### src/rtl/booth_pkg.sv
// Shared types and constants for the Booth multiplier sequencing logic.
package booth_pkg;

    typedef enum logic [1:0] {
        IDLE = 2'd0,
        RUN  = 2'd1,
        DONE = 2'd2
    } step_state_t;

    localparam int BOOTH_CNT_WIDTH = 5;

endpackage

### src/rtl/step_counter.sv
// Partial-product step counter for the Booth multiplier: counts `limit` steps
// per operation in up or down mode and pulses `done` after the final step.
//
// state | meaning
// IDLE  | waiting for start; count holds terminal value (0 after reset/abort)
// RUN   | busy; each en_pp completes one step
// DONE  | one-cycle done pulse; a start here restarts with no bubble
module step_counter
    import booth_pkg::*;
#(
    parameter int WIDTH      = BOOTH_CNT_WIDTH,
    parameter bit COUNT_DOWN = 1'b0
) (
    input  logic             clk,
    input  logic             reset,
    input  logic             start,
    input  logic [WIDTH-1:0] limit,
    input  logic             en_pp,
    input  logic             abort,
    output logic [WIDTH-1:0] count,
    output logic             busy,
    output logic             last,
    output logic             done
);

    step_state_t      state_q, state_d;
    logic [WIDTH-1:0] count_q, count_d;
    logic [WIDTH-1:0] limit_q, limit_d;
    logic             busy_q;
    logic             done_q;
    logic             last_w;

    // Terminal compare: the next accepted step is the final one.
    always_comb begin
        last_w = 1'b0;
        if (state_q == RUN) begin
            if (COUNT_DOWN) begin
                last_w = (count_q == WIDTH'(1));
            end else begin
                last_w = (count_q == WIDTH'(limit_q - WIDTH'(1)));
            end
        end
    end

    always_comb begin
        state_d = state_q;
        count_d = count_q;
        limit_d = limit_q;
        if (abort) begin
            state_d = IDLE;
            count_d = '0;
        end else begin
            case (state_q)
                IDLE, DONE: begin
                    if (start) begin
                        limit_d = limit;
                        count_d = COUNT_DOWN ? limit : '0;
                        state_d = (limit != '0) ? RUN : DONE;
                    end else begin
                        state_d = IDLE;
                    end
                end
                RUN: begin
                    if (en_pp) begin
                        if (COUNT_DOWN) begin
                            count_d = WIDTH'(count_q - WIDTH'(1));
                        end else begin
                            count_d = WIDTH'(count_q + WIDTH'(1));
                        end
                        if (last_w) begin
                            state_d = DONE;
                        end
                    end
                end
                default: begin
                    state_d = IDLE;
                    count_d = '0;
                end
            endcase
        end
    end

    always_ff @(posedge clk) begin
        if (!reset) begin
            state_q <= IDLE;
            count_q <= '0;
            limit_q <= '0;
            busy_q  <= 1'b0;
            done_q  <= 1'b0;
        end else begin
            state_q <= state_d;
            count_q <= count_d;
            limit_q <= limit_d;
            busy_q  <= (state_d == RUN);
            done_q  <= (state_d == DONE);
        end
    end

    assign count = count_q;
    assign busy  = busy_q;
    assign last  = last_w;
    assign done  = done_q;

endmodule
### config.mk
export PLATFORM = sky130hd
export DESIGN_NAME = step_counter
export DESIGN_NICKNAME = d
export VERILOG_FILES = /design/src/rtl/booth_pkg.sv /design/src/rtl/step_counter.sv
export SDC_FILE = /design/constraint.sdc
export NUM_CORES = 1
export LEC_CHECK = 0
export ABC_AREA = 1
export CAP_MARGIN = 20
export CORE_UTILIZATION = 51
export CTS_BUF_LIST = sky130_fd_sc_hd__clkbuf_16
export DETAILED_ROUTE_END_ITERATION = 10
export HOLD_SLACK_MARGIN = 0.03
export PLACE_DENSITY = 0.81
export SYNTH_ARGS = -nofsm -noshare
export SYNTH_HDL_FRONTEND = slang
export SYNTH_SLANG_ARGS = --single-unit
### constraint.sdc
create_clock -name clk -period 4.7 [get_ports clk]
set_clock_uncertainty 0.15 [all_clocks]
set_input_delay 1.41 -clock clk [delete_from_list [all_inputs] [get_ports clk]]
set_output_delay 1.41 -clock clk [all_outputs]
set_load 0.005 [all_outputs]
==> metrics.txt <==
outcome finished, final reports clean; worst-margin pin slew 0.5122 ns; max-slew violation count 0; DRT iter0 DRCs 8; Final setup viols 0; Pre-Repair DR Iteration Count 4; Worst VDD drop 0.2818 mV; Setup TNS 0 ns; Worst Setup Path Type flip-flop to output port; Antenna Cells 0; final RePlAce weighted congestion 0.7376; Reg clk slew, reported paths 0.05 ns; die height 41.16 um; Hold WC Path Type flip-flop to flip-flop; WL per Instance 10.90 um; final routed DRC violation total 0; commonest non-fill, non-tap cell in the layout nand2_1; count of state elements after synthesis 14; CTS H-Tree Depth 1; most frequent cells in the layout nand2_1 (24), clkdlybuf4s50_1 (17), a21oi_1 (14), dfxtp_1 (14), inv_1 (12); Resized Gates After CTS 0; die width 41.16 um; critical path startpoint category flip-flop; slew margin rel. 65.85%; drt total wl 1569 um; Critical Path Fanout Max 3; CP endpoint kind output port; post-detail-place hpwl 1249 um; PD cells 327.3 mW/mm^2; gr ovfl total 0; Hold Buf Count CTS 0; Static Leakage 0.0004294 uW; Final Util 75.73%; Worst-Skew Late Latency 0.24 ns; Crit path required time 3.14 ns; CTS tree yes; Mean Syn Cell Area 7.109 um^2; Synth Net Count 122; Worst EP arrival 2.01 ns; Multi-input gate area 415.4 um^2; Vias/cell 5.208; Synth Instances 110; Post-Syn Area 782.0 um^2; layout filler cell count 106; fin crit share 75.94%; count of cell types in the netlist 23; Reg area 280.3 um^2; area of the core 0.001366 mm^2; NumNets Final 143; RSZ-0062 raised after global routing false; first-pass GRT wire length 2601 um; Hold Vio Cnt, Final 0; Seq/Total Area, Yosys 35.84%; setup bufs post-CTS 0; via count 750; FMAX 0.2802 GHz; Layout area overhead 32.32%; IO buf count 17; IO Pins 18; min Tclk post-route 3.569 ns; Placement Rows 13; Final ANT Viol Nets 0; layout cell share with drive strength beyond 1 18.60%; Max Cap Viol 0; clock sinks 14; full die area 0.001694 mm^2; vias in the first global route 667; GR Util All Layers 24.16%; CTS Buf Count 3; clock tree root driver cell clkbuf_16; initial antenna violation count 0; largest net degree at the start of global routing 11; Synthesis Warnings 0; initial core utilization 57.23%; maximum clock insertion buffer count 2
[metrics by stage]
step	area, um^2	setup slack [ns]	power (uW)	instances	hold slack, ns
after floorplan	782.0	1.980	163.4	110	0.2938
after global placement	959.7	1.483	178.8	141	0.3084
after detailed placement	959.7	1.424	180.5	141	0.3127
after CTS	1035	1.126	340.8	144	0.3205
after global routing	1035	1.012	354.4	144	0.3602
final	1035	1.131	338.6	144	0.3201
[power by group]
group,leakage (uW),switching (uW),internal [uW]
Sequential,0.000114,3.38,124
Combinational,0.000278,28.9,22.7
Clock,0.0000370,48.6,111
Total,0.000429,80.9,258
[critical path, stage by stage (launching register included)]
cell,delay [ns]
dfxtp_1,0.35
inv_2,0.06
ha_1,0.31
inv_1,0.06
nand2_1,0.05
nand2_1,0.09
nand3_2,0.08
nor2_2,0.11
and3_1,0.16
clkdlybuf4s50_1,0.49
[cell type report]
type | instances | area share, %
clock buffers | 3 | 7.255
inverters | 20 | 7.255
multi-input cells | 75 | 40.15
flip-flops and latches | 14 | 27.09
well taps | 15 | 1.814
repair buffers | 17 | 16.45
[sequential cells by signal (all words and copies together), names as in the netlist]
register,count
count,5
state_q,2
limit_q,5
done,1
busy,1
[layer usage]
metal,vias up,GRT usage (%),part of all wire (%)
met1,337,27.45,48
li1,396,-,-
met5,-,0,0
met4,0,9.677,1.1
met2,15,41.02,48
met3,2,8.152,3.4
[Yosys cell counts]
master | number | area share, %
nand2_1 | 24 | 12
a21oi_1 | 14 | 9.0
dfxtp_1 | 14 | 36
inv_1 | 12 | 5.8
o21ai_1 | 8 | 5.1
inv_2 | 7 | 3.4
nor2_2 | 5 | 4.0
nand3_1 | 4 | 2.6
nand3_2 | 4 | 5.1
nand2_2 | 3 | 2.4
a211oi_1 | 2 | 1.9
ha_1 | 2 | 3.2
and3_1 | 1 | 0.80
buf_6 | 1 | 1.4
clkinv_1 | 1 | 0.48
nand4_1 | 1 | 0.80
nand4_2 | 1 | 1.6
nor2_1 | 1 | 0.48
nor2_4 | 1 | 1.4
nor3_1 | 1 | 0.64
nor3b_1 | 1 | 0.96
or2_0 | 1 | 0.80
or2_1 | 1 | 0.80
[path summary, 6_finish.rpt]
kind | start | endpoint | slack [ns] | cells past startpoint
hold / removal | limit_q[1] | limit_q[1] | 0.32 | 2
setup reg to reg | limit_q[0] | busy | 3.02 | 10
setup / recovery | limit_q[0] | last | 1.13 | 9
hold reg to reg | limit_q[1] | limit_q[1] | 0.32 | 2
[cells by family after synthesis]
group	share of synthesized area, %
simple gates	33.92
compound gates	16.00
buf+inv	11.04
flops	35.84
fa+ha+maj	3.199
(Power assumes the default switching activity.)
